[src/rtl/fetch_pkg.sv]
// Shared types and constants for the instruction fetch front end.
// The misaligned-redirect trap is selected in fetch_unit by FETCH_MISALIGN_TRAP_EN.
package fetch_pkg;

    localparam int XLEN = 32;
    localparam logic [XLEN-1:0] PC_STEP = 32'd4;

    typedef enum logic [1:0] {
        IDLE,
        RUN,
        FLUSH,
        HALT
    } fetch_state_t;

    typedef struct packed {
        logic [XLEN-1:0] pc;
        logic [XLEN-1:0] instr;
    } iq_entry_t;

    function automatic logic [XLEN-1:0] word_align(input logic [XLEN-1:0] addr);
        return {addr[XLEN-1:2], 2'b00};
    endfunction

endpackage

[src/rtl/fetch_iq.sv]
// Synchronous FIFO with occupancy count and a flush that empties it in one edge.
// Used both as the instruction queue and as the in-flight request address queue.
module fetch_iq #(
    parameter int DEPTH = 2,
    parameter int WIDTH = 64,
    localparam int AW = (DEPTH > 1) ? $clog2(DEPTH) : 1,
    localparam int CW = $clog2(DEPTH + 1)
) (
    input  logic             clk,
    input  logic             rst_n,
    input  logic             flush,
    input  logic             push,
    input  logic [WIDTH-1:0] push_data,
    input  logic             pop,
    output logic [WIDTH-1:0] head,
    output logic [CW-1:0]    count
);

    logic [WIDTH-1:0] mem [DEPTH];
    logic [AW-1:0]    wr_ptr;
    logic [AW-1:0]    rd_ptr;
    logic             do_push;
    logic             do_pop;

    function automatic logic [AW-1:0] bump(input logic [AW-1:0] p);
        return (p == AW'(DEPTH - 1)) ? '0 : p + 1'b1;
    endfunction

    assign do_pop  = pop && (count != '0);
    assign do_push = push && ((count != CW'(DEPTH)) || do_pop);

    always_ff @(posedge clk or negedge rst_n) begin
        if (!rst_n) begin
            wr_ptr <= '0;
            rd_ptr <= '0;
            count  <= '0;
        end else if (flush) begin
            wr_ptr <= '0;
            rd_ptr <= '0;
            count  <= '0;
        end else begin
            if (do_push) wr_ptr <= bump(wr_ptr);
            if (do_pop)  rd_ptr <= bump(rd_ptr);
            if (do_push && !do_pop)      count <= count + 1'b1;
            else if (do_pop && !do_push) count <= count - 1'b1;
        end
    end

    always_ff @(posedge clk) begin
        if (do_push && !flush) mem[wr_ptr] <= push_data;
    end

    // Empty queue presents zeros so consumers never see stale storage.
    assign head = (count != '0) ? mem[rd_ptr] : '0;

endmodule

[src/rtl/fetch_unit.sv]
// Instruction fetch: issues imem requests from the PC, queues in-order responses for decode.
// Define FETCH_MISALIGN_TRAP_EN to trap misaligned redirects instead of word-aligning them.
module fetch_unit
    import fetch_pkg::*;
#(
    parameter int IQ_DEPTH        = 2,
    parameter int MAX_OUTSTANDING = 2
) (
    input  logic            clk,
    input  logic            rst_n,
    input  logic [XLEN-1:0] pc,
    output logic            pc_write_en,
    output logic [XLEN-1:0] pc_next,
    output logic            imem_req_valid,
    input  logic            imem_req_ready,
    output logic [XLEN-1:0] imem_req_addr,
    input  logic            imem_rsp_valid,
    input  logic [XLEN-1:0] imem_rsp_data,
    input  logic            redirect_valid,
    input  logic [XLEN-1:0] redirect_pc,
    output logic            dec_valid,
    input  logic            dec_ready,
    output logic [XLEN-1:0] dec_instr,
    output logic [XLEN-1:0] dec_pc,
    output logic            fetch_fault
);

    localparam int OCW = $clog2(MAX_OUTSTANDING + 1);
    localparam int ICW = $clog2(IQ_DEPTH + 1);

    fetch_state_t    state;
    fetch_state_t    state_next;
    logic [OCW-1:0]  outstanding;
    logic [OCW-1:0]  drop_cnt;
    logic [OCW-1:0]  drop_next;
    logic [ICW-1:0]  iq_count;
    logic [XLEN-1:0] infl_addr;
    iq_entry_t       iq_head;
    logic            req_fire;
    logic            rsp_accept;
    logic            redirect_take;
    logic            misaligned;
    logic [XLEN-1:0] redirect_target;
    logic            iq_push;
    logic            iq_pop;
    logic            iq_flush;

    assign redirect_take = redirect_valid && (state != IDLE);

`ifdef FETCH_MISALIGN_TRAP_EN
    assign misaligned      = (redirect_pc[1:0] != 2'b00);
    assign redirect_target = redirect_pc;
    assign fetch_fault     = redirect_take && misaligned;
`else
    assign misaligned      = 1'b0;
    assign redirect_target = word_align(redirect_pc);
    assign fetch_fault     = 1'b0;
`endif

    // Credits count both in-flight requests and queued entries so the IQ can never overflow.
    assign imem_req_valid = (state == RUN)
                         && ((int'(outstanding) + int'(iq_count)) < IQ_DEPTH)
                         && (int'(outstanding) < MAX_OUTSTANDING)
                         && !redirect_valid;
    assign imem_req_addr  = pc;
    assign req_fire       = imem_req_valid && imem_req_ready;
    assign rsp_accept     = imem_rsp_valid && (outstanding != '0);

    assign pc_write_en = redirect_take || req_fire;
    assign pc_next     = redirect_take ? redirect_target : pc + PC_STEP;

    assign dec_valid = (iq_count != '0);
    assign dec_pc    = iq_head.pc;
    assign dec_instr = iq_head.instr;
    assign iq_pop    = dec_valid && dec_ready && !redirect_take;

    fetch_iq #(
        .DEPTH (MAX_OUTSTANDING),
        .WIDTH (XLEN)
    ) u_inflight (
        .clk       (clk),
        .rst_n     (rst_n),
        .flush     (1'b0),
        .push      (req_fire),
        .push_data (pc),
        .pop       (rsp_accept),
        .head      (infl_addr),
        .count     (outstanding)
    );

    fetch_iq #(
        .DEPTH (IQ_DEPTH),
        .WIDTH ($bits(iq_entry_t))
    ) u_iq (
        .clk       (clk),
        .rst_n     (rst_n),
        .flush     (iq_flush),
        .push      (iq_push),
        .push_data ({infl_addr, imem_rsp_data}),
        .pop       (iq_pop),
        .head      (iq_head),
        .count     (iq_count)
    );

    always_ff @(posedge clk or negedge rst_n) begin
        if (!rst_n) begin
            state    <= IDLE;
            drop_cnt <= '0;
        end else begin
            state    <= state_next;
            drop_cnt <= drop_next;
        end
    end

    // drop_cnt tracks responses still owed for requests issued before the last redirect.
    always_comb begin
        state_next = state;
        drop_next  = drop_cnt;
        iq_push    = 1'b0;
        iq_flush   = 1'b0;
        case (state)
            IDLE: state_next = RUN;
            RUN: begin
                if (redirect_take) begin
                    iq_flush   = 1'b1;
                    drop_next  = outstanding - OCW'(rsp_accept);
                    if (misaligned)             state_next = HALT;
                    else if (drop_next != '0)   state_next = FLUSH;
                    else                        state_next = RUN;
                end else begin
                    iq_push = rsp_accept;
                end
            end
            FLUSH, HALT: begin
                if (rsp_accept) drop_next = drop_cnt - 1'b1;
                if (redirect_take) begin
                    iq_flush = 1'b1;
                    if (misaligned)             state_next = HALT;
                    else if (drop_next != '0)   state_next = FLUSH;
                    else                        state_next = RUN;
                end else if ((state == FLUSH) && (drop_next == '0)) begin
                    state_next = RUN;
                end
            end
            default: state_next = IDLE;
        endcase
    end

endmodule

[config.mk]
export PLATFORM = sky130hd
export DESIGN_NAME = fetch_unit
export DESIGN_NICKNAME = d
export VERILOG_FILES = /design/src/rtl/fetch_pkg.sv /design/src/rtl/fetch_iq.sv /design/src/rtl/fetch_unit.sv
export SDC_FILE = /design/constraint.sdc
export NUM_CORES = 1
export LEC_CHECK = 0
export CORE_MARGIN = 2
export CORE_UTILIZATION = 49
export DETAILED_ROUTE_END_ITERATION = 10
export MAX_ROUTING_LAYER = met4
export PLACE_DENSITY = 0.8
export SYNTH_ARGS = -nofsm -noshare
export SYNTH_HDL_FRONTEND = slang
export SYNTH_HIERARCHICAL = 1
export SYNTH_SLANG_ARGS = --single-unit
[constraint.sdc]
create_clock -name clk -period 9.1 [get_ports clk]
set_input_delay 1.82 -clock clk [delete_from_list [all_inputs] [get_ports clk]]
set_output_delay 1.82 -clock clk [all_outputs]
set_load 0.01 [all_outputs]
==> results of run 1 <==
[layout make-up]
cell class                      count  area share
Clock buffer                       21     0.04339
Timing Repair Buffer              238      0.1951
Sequential cell                   204      0.5013
Tap cell                          234     0.02418
Multi-Input combinational cell    414      0.2218
Clock inverter                     15     0.01085
Inverter                           11    0.003409
[flip-flops by register name, indices dropped and copies added (netlist names)]
register,count
u_iq/rd_ptr,1
state,2
u_iq/count,2
drop_cnt,2
u_inflight/count,2
u_iq/mem,128
u_iq/wr_ptr,1
u_inflight/mem,64
u_inflight/rd_ptr,1
u_inflight/wr_ptr,1
[cell usage after synthesis (all sizes together) (11+ instances only)]
cell,n
dfrtp,12
xnor2,17
mux2i,96
nor2,127
clkbuf,17
a31oi,12
inv,11
o21ai,26
buf,48
edfxtp,192
nand2,27
a21oi,15
[placed cells by master (no fill, tap or decap), types with 6 or more instances in the layout]
cell,Yosys,routed
nor3_1,9,7
or3_1,9,9
xnor2_1,17,17
a31oi_1,12,12
clkdlybuf4s50_1,0,230
o21ai_0,26,25
nand3_1,8,8
buf_4,35,8
edfxtp_1,192,192
inv_1,8,8
a21oi_1,15,15
nor2_1,126,125
clkbuf_16,0,21
conb_1,1,8
dfrtp_1,12,10
nand2_1,27,27
o31ai_1,6,6
mux2i_1,96,96
[report_power, final]
| part | total (mW) | leakage, nW | internal [mW] | switching (mW) |
|---|---|---|---|---|
| Clock | 0.809 | 0.307 | 0.476 | 0.333 |
| Sequential | 1.09 | 1.90 | 1.07 | 0.0229 |
| Combinational | 0.421 | 1.67 | 0.210 | 0.211 |
| Total | 2.32 | 3.88 | 1.75 | 0.567 |
[path summary, 6_finish.rpt]
path,start,endpoint,slack [ns],cells after the start
min,u_inflight/mem[0][22],u_iq/mem[0][54],0.61,2
min in group asynchronous,rst_n,drop_cnt[1],1.71,1
min reg2reg,u_inflight/mem[0][22],u_iq/mem[0][54],0.61,2
max reg2reg,u_iq/count[0],u_inflight/mem[1][30],5.39,7
max,pc[2],pc_next[30],2.47,7
max in group asynchronous,rst_n,u_iq/rd_ptr,6.97,1
[cells by family after synthesis]
family,Yosys count
buffers and inverters,76
xor gates and xnor gates,22
DFF,204
AOI/OAI and AO/OA,68
and+or+nand+nor,215
other,1
muxes,98
adders and majority gates,3
[per-stage QoR]
step                        util  setup WS [ns]  std cells
after floorplan                -          1.073        694
after global placement    0.6185          2.514       1101
after detailed placement  0.6185          2.489       1101
after CTS                 0.6540          2.466       1137
after global routing      0.6540          2.348       1137
final                     0.6540          2.471       1137
[per-layer routing]
metal	wire (um)	track usage	vias up
met3	1285	0.03057	30
met2	9142	0.3145	229
met1	8454	0.2611	2853
met4	344	0.05158	0
li1	-	-	2878
met5	0	-	-
[worst max-delay path: cells and delay by family]
family	cells	cell delay, ns
AND/OR/NAND/NOR	3	1.33
buffers and inverters	2	1.18
adder cells (fa/ha/maj)	1	0.27
AO/OA/AOI/OAI	1	0.19
==> impl_metrics.yaml, run 1 <==
outcome:
  status: "finished, final reports clean"
layout:
  drive_gt1_frac: 0.06977
  final_nets: 994
  n_antenna_cell: 0
  n_fill_cell: 1368
  multi_input_area_mm2: 0.002686
  regArea_mm2: 0.006071
  area_growth_pct: 31.92
  stdcell_area_mm2: 0.01211
grt:
  grt.total_usage: 0.1948
  grt_pass1_wl_mm: 30.02
  antenna_found_initial: 0
  overflow: 0
  grt_max_degree: 65
  first_global_vias: 5810
timing:
  drv_slew: 0
  relSlewSlack: 0.2755
  hold_viol: 0
  fin_crit_sh: 0.7285
  finalSetupViolCount: 0
  rsz0062_at_grt: "false"
  tightest_slew_ns: 1.087
  fin_hold_ws_ns: 0.6064
  max_freq_mhz: 150.9
  fin_tns_setup_ns: 0
  fin_crit_ns: 6.629
  skew_ns: 0.009336
cts:
  cts_tree: "done"
  clkSinkCount: 204
  clkTransAtPathRegs_ns: 0.06
  cts_resized: 0
  clkLatencyLatePin_ns: 0.48
  ctsHoldBuffers: 0
  cts_buffers: 20
  clockBufferDepth: 3
  cts_max_level: 1
  root_buffer: "clkbuf_16"
  post_cts_buffers: 0
floorplan:
  initial_utilization: 0.4957
  rows: 50
  fp.dieH_um: 140.9
  fp.dieW_um: 140.9
  io_pins: 234
  die_area_mm2: 0.01985
  core_area_mm2: 0.01852
synth:
  synth_cells: 687
  ys.flop_type: "edfxtp_1"
  synth-edff-count: 192
  yosys-top-cells-area: "edfxtp_1 63%, mux2i_1 10%, nor2_1 5.2%"
  synth.distinct_cells: 50
  synth_xor_area_frac: 0.02099
  synthMuxAreaShare: 0.1071
  avgSynthCellArea_um2: 13.36
  synth_compound_area_frac: 0.04566
  ys_async_sr_fraction: 0.05882
  synth_seq_cells: 204
  synth-adder-area-share: 0.004907
  syn-cell-area_mm2: 0.009180
  seq_area_frac_synth: 0.6608
  yosysTopAreaCellShare: 0.6280
  synthSimpleGateAreaFrac: 0.1073
  synth_top_family_by_area: "simple AND/OR/NAND/NOR gates"
  ys.warnings.count: 6
  synth.largest_area_cell: "edfxtp_1"
run:
  cap_violations: 0
place:
  globalplace.congestion: 0.7821
  port_buffers: 230
  place_area_mm2: 0.01145
  dp_hpwl_mm: 12.93
setup_path:
  criticalPathCategory: "in -> out"
  path_common_cell: "clkdlybuf4s50_1"
  slowest_stage: "or4_4"
  end_kind: "output pin"
  cp-start-kind: "input port"
  cp.arrival_ns: 4.81
  required_ns: 7.28
  crit_chain: "clkdlybuf4s50_1 -> ha_1 -> nand3_2 -> or4_4 -> or4_1 -> a31oi_1 -> clkdlybuf4s50_1"
  critical_path.max_fanout: 13
  slowest_delay_ns: 0.67
pwr:
  p_total_mw: 2.319
  p_leak_nw: 3.884
  ir_drop_mv: 0.1015
  p_per_area_mw_per_mm2: 191.5
routing:
  routed_wirelength_mm: 19.23
  first_pass_iters: 4
  viasPerCell: 5.268
  vias: 5990
  ant_nets: 0
  drcViolationCount: 0
  wl_per_cell_um: 16.91
  drtIter0Drc: 276
hold_path:
  hold_class: "reg -> reg"
Power figures use the tool's default switching activity.
==> run 2: changes to the inputs <==
CORE_UTILIZATION = 45   (was 49)
PLACE_DENSITY = 0.77   (was 0.8)
clock period = 5.5 ns   (was 9.1 ns; I/O delays follow)
==> run 2 against run 1 <==
  * Critical path depth fell by 1
  * Sequential share of layout area fell by 0.60 points
  * Cell count rose by 3.7%
  * Wire length fell by 0.63%
  * First-iteration DRC count fell by 0.72%
  * Combinational power rose by 67%
  * Count of clock-buffer cells in the layout rose by 11
  * Core utilization fell by 4.4 points
  * Die area rose by 8.6%
  * Clock skew rose by 0.0087 ns
  * Flip-flop and latch count did not move
  * Via count rose by 0.10%
  * Critical path type unchanged
  * Highest routed layer unchanged
==> impl_metrics.yaml, run 2 (same netlist as run 1, synthesis figures left out) <==
floorplan:
  rows: 52
  fp.dieW_um: 146.8
  core_area_mm2: 0.02010
  initial_utilization: 0.4566
  die_area_mm2: 0.02156
  fp.dieH_um: 146.8
  io_pins: 234
cts:
  clockBufferDepth: 3
  ctsHoldBuffers: 0
  post_cts_buffers: 0
  clkSinkCount: 204
  clkTransAtPathRegs_ns: 0.06
  cts_resized: 0
  cts_tree: "done"
  cts_buffers: 21
  clkLatencyLatePin_ns: 0.48
  cts_max_level: 1
  root_buffer: "clkbuf_16"
layout:
  drive_gt1_frac: 0.07371
  stdcell_count: 1179
  mostFrequentLayoutCell: "clkdlybuf4s50_1"
  final_nets: 1001
  multi_input_area_mm2: 0.002699
  regArea_mm2: 0.006071
  n_antenna_cell: 0
  largest_register_ffs: 128
  n_fill_cell: 1525
  layout_common_cells: "230 x clkdlybuf4s50_1, 192 x edfxtp_1, 125 x nor2_1"
  max_flop_register: "u_iq/mem"
  area_growth_pct: 33.53
  reg_top3: "u_iq/mem x128, u_inflight/mem x64"
setup_path:
  crit_chain: "clkdlybuf4s50_1 -> nand4_4 -> or4_4 -> or4_1 -> a31oi_1 -> clkdlybuf4s50_1"
  cp_top_family: "simple AND/OR/NAND/NOR gates"
  reg2reg_slack_ns: 2.50
  r2r_cells: 7
  r2r_start: "u_iq/count[0]"
  required_ns: 4.40
  criticalPathCategory: "in -> out"
  crit_start: "pc[7]"
  r2r_end: "u_inflight/mem[1][10]"
  cp-start-kind: "input port"
  path_common_cell: "clkdlybuf4s50_1"
  crit_buf_inv: 2
  slowest_delay_ns: 0.68
  end_kind: "output pin"
  slowest_stage: "clkdlybuf4s50_1"
  cp.arrival_ns: 3.98
  critical_path.max_fanout: 13
place:
  port_buffers: 230
  dp.cells: 1143
  globalplace.congestion: 0.7781
  place_worst_setup_slack_ns: 0.4474
  dp_hpwl_mm: 13.16
grt:
  antenna_found_initial: 0
  grt.total_usage: 0.1819
  overflow: 0
  first_global_vias: 5912
  grt_pass1_wl_mm: 30.53
  grt_max_degree: 46
pwr:
  ir_drop_mv: 0.1870
  p_total_mw: 3.932
  p_per_area_mw_per_mm2: 320.7
  p_leak_nw: 3.952
routing:
  dr_wl_met2_mm: 9.387
  wl_met1_mm: 8.570
  drtIter0Drc: 274
  first_pass_iters: 4
  ant_nets: 0
  routed.top_layer: "met4"
  routed_wirelength_mm: 19.10
  wl_per_cell_um: 16.20
  wl_met3_um: 833
  vias: 5996
  drcViolationCount: 0
  viasPerCell: 5.086
hold_path:
  whs_path_depth: 2
  min_to: "u_iq/mem[0][37]"
  hold_class: "reg -> reg"
  hold_start: "u_inflight/mem[0][5]"
timing:
  fin_ws_ns: 0.4245
  fin_crit_sh: 0.9228
  hold_viol: 0
  fin_tns_setup_ns: 0
  drv_slew: 0
  tightest_slew_ns: 0.9967
  relSlewSlack: 0.3356
  skew_ns: 0.01806
  rsz0062_at_grt: "false"
  finalSetupViolCount: 0
  max_freq_mhz: 197.0
  fin_crit_ns: 5.075
outcome:
  status: "finished, final reports clean"
run:
  cap_violations: 0
[run 2: routing by layer]
metal | vias up | GRT usage
met4 | 0 | 0.04417
li1 | 2895 | -
met5 | - | -
met3 | 29 | 0.01957
met1 | 2862 | 0.2410
met2 | 210 | 0.3045
[run 2: how the worst max path moves through the flow]
| stage | endpoint | cells past startpoint |
|---|---|---|
| CTS | pc_next[28] | 6 |
| global route | pc_next[28] | 6 |
| detailed placement | pc_next[28] | 6 |
| global placement | pc_next[30] | 6 |
| finish | pc_next[28] | 6 |
| floorplan | u_inflight/mem[1][0] | 5 |
[run 2: per-stage QoR]
stage	cell area [um^2]	hold slack, ns	util
after global placement	11560	0.5799	0.5748
after global routing	12260	0.6226	0.6097
after floorplan	9216	0.5427	-
final	12260	0.6042	0.6097
after detailed placement	11560	0.5977	0.5748
after CTS	12260	0.6107	0.6097
[run 2: area by class of cell]
| class | count | area share |
|---|---|---|
| flip-flops and latches | 204 | 0.4953 |
| multi-input cells | 414 | 0.2202 |
| repair buffers | 244 | 0.1964 |
| clock buffers | 32 | 0.04950 |
| well taps | 270 | 0.02756 |
| clock inverters | 4 | 0.007757 |
| inverters | 11 | 0.003368 |
[run 2: power by group]
group | switching, mW | internal (mW) | total, mW
Sequential | 0.0388 | 1.76 | 1.80
Clock | 0.530 | 0.897 | 1.43
Combinational | 0.351 | 0.352 | 0.703
[run 2: tightest hold or removal path: stages (launching register included)]
cell and delay, ns:
edfxtp_1 0.31, mux2i_1 0.06, nor2_1 0.11
==> run 3: changes to the inputs <==
PLACE_DENSITY = unset   (was 0.77)
PLACE_DENSITY_LB_ADDON = 0.25   (was unset)
==> run 3 against run 2 <==
  * Power is 2.4% lower
  * Non-clock buffer count grew 2
  * Largest cell class unchanged
  * Die area unchanged
  * Critical path depth up 1
  * Largest power group unchanged
  * Via count fell by 0.33%
  * Sequential power barely moved
  * Critical path type unchanged
  * First-iteration DRC count rose by 1.1%
  * Clock power is 7% lower
  * Maximum frequency fell by 2.4%
  * Worst setup slack got worse by 0.12 ns
  * Design area shrank 0.21%
  * Register-to-register slack got worse by 0.10 ns
==> impl_metrics.yaml, run 3 (same netlist as run 1, synthesis figures left out) <==
layout:
  n_antenna_cell: 0
  largest_register_ffs: 128
  layout_common_cells: "230 x clkdlybuf4s50_1, 192 x edfxtp_1, 125 x nor2_1"
  reg_top3: "u_iq/mem x128, u_inflight/mem x64"
  regArea_mm2: 0.006071
  drive_gt1_frac: 0.07456
  stdcell_count: 1182
  final_nets: 1003
  multi_input_area_mm2: 0.002699
  area_growth_pct: 33.24
  n_fill_cell: 1580
  postLayoutCoreUtil: 0.6084
  max_flop_register: "u_iq/mem"
  mostFrequentLayoutCell: "clkdlybuf4s50_1"
pwr:
  p_switching_mw: 0.9227
  p_total_mw: 3.838
  p_seq_frac: 0.469
  internal_power_mw: 2.915
  p_leak_nw: 3.945
  p_clk_frac: 0.347
  switching_share: 0.2404
  pwr-share-comb: 0.184
  p_per_area_mw_per_mm2: 313.8
  ir_drop_mv: 0.1702
cts:
  cts_resized: 0
  clkTransAtPathRegs_ns: 0.06
  clkLatencyLatePin_ns: 0.49
  clkSinkCount: 204
  root_buffer: "clkbuf_16"
  cts_buffers: 21
  ctsHoldBuffers: 0
  clockBufferDepth: 3
  cts_max_level: 1
  cts_tree: "done"
  post_cts_buffers: 0
grt:
  first_global_vias: 5704
  grt_max_degree: 52
  grt.total_usage: 0.1767
  antenna_found_initial: 0
  overflow: 0
  grt_pass1_wl_mm: 29.47
setup_path:
  required_ns: 4.40
  crit_chain: "clkdlybuf4s50_1 -> ha_1 -> nand3_2 -> or4_4 -> or4_1 -> a31oi_1 -> clkdlybuf4s50_1"
  slowest_delay_ns: 0.67
  r2r_cells: 7
  path_common_cell: "clkdlybuf4s50_1"
  critical_path.max_fanout: 13
  cp.arrival_ns: 4.10
  cp-start-kind: "input port"
  criticalPathCategory: "in -> out"
  r2r_end: "u_inflight/mem[1][31]"
  r2r_start: "u_iq/count[0]"
  slowest_stage: "or4_4"
  reg2reg_slack_ns: 2.40
  end_kind: "output pin"
timing:
  fin_tns_setup_ns: 0
  skew_ns: 0.008287
  tightest_slew_ns: 0.9694
  fin_ws_ns: 0.2996
  fin_crit_ns: 5.200
  fin_crit_sh: 0.9455
  relSlewSlack: 0.3537
  finalSetupViolCount: 0
  max_freq_mhz: 192.3
  rsz0062_at_grt: "false"
  hold_viol: 0
  drv_slew: 0
routing:
  ant_nets: 0
  first_pass_iters: 4
  routed_wirelength_mm: 19.11
  vias: 5976
  drtIter0Drc: 277
  wl_per_cell_um: 16.16
  drcViolationCount: 0
  viasPerCell: 5.056
outcome:
  status: "finished, final reports clean"
floorplan:
  fp.dieH_um: 146.8
  fp.dieW_um: 146.8
  initial_utilization: 0.4566
  die_area_mm2: 0.02156
  core_area_mm2: 0.02010
  rows: 52
  io_pins: 234
hold_path:
  min_to: "u_iq/mem[0][49]"
  whs_path_depth: 2
  hold_start: "u_inflight/mem[0][17]"
  hold_class: "reg -> reg"
run:
  cap_violations: 0
place:
  place_worst_setup_slack_ns: 0.3278
  globalplace.congestion: 0.7901
  port_buffers: 230
  dp_hpwl_mm: 13.13
  dp.cells: 1145
run 3: layout make-up:
type	instances	share of cell area
clock inverters	9	0.005626
flip-flops and latches	204	0.4963
inverters	11	0.003376
well taps	270	0.02762
clock buffers	28	0.04838
repair buffers	246	0.1980
multi-input cells	414	0.2206
run 3: worst max path at each step:
stage | startpoint | to | cells after the start | slack [ns]
detailed placement | pc[3] | pc_next[28] | 7 | 0.33
global placement | pc[3] | pc_next[28] | 7 | 0.37
floorplan | redirect_valid | u_inflight/mem[1][0] | 5 | 0.19
finish | pc[3] | pc_next[28] | 7 | 0.30
global route | pc[3] | pc_next[30] | 7 | 0.19
CTS | pc[3] | pc_next[28] | 7 | 0.31
run 3: metal layers:
layer | GRT usage | vias to the layer above | share of wire
met3 | 0.03106 | 26 | 0.056
met4 | 0.04466 | 0 | 0.018
met5 | - | - | 0
li1 | - | 2904 | -
met1 | 0.2319 | 2843 | 0.45
met2 | 0.2885 | 203 | 0.47
run 3: stage by stage:
step                      area, um^2  hold WS [ns]
after detailed placement       11570        0.5901
after CTS                      12230        0.6024
final                          12230        0.6031
after global placement         11570        0.5746
after floorplan                 9216        0.5427
after global routing           12230        0.6527
run 3: worst max-delay path, delay by kind of cell:
family	cells	cell delay (ns)
AOI/OAI and AO/OA	1	0.19
adders and majority gates	1	0.27
buffers and inverters	2	1.18
and+or+nand+nor	3	1.36
run 3: power by group through the flow:
stage / clock, mW / combinational (mW) / sequential (mW)
final: 1.33 / 0.705 / 1.80
after CTS: 1.36 / 0.711 / 1.80
after global placement: 0 / 0.700 / 1.83
after global routing: 1.42 / 0.764 / 1.81
after floorplan: 0 / 0.353 / 1.82
after detailed placement: 0 / 0.704 / 1.83
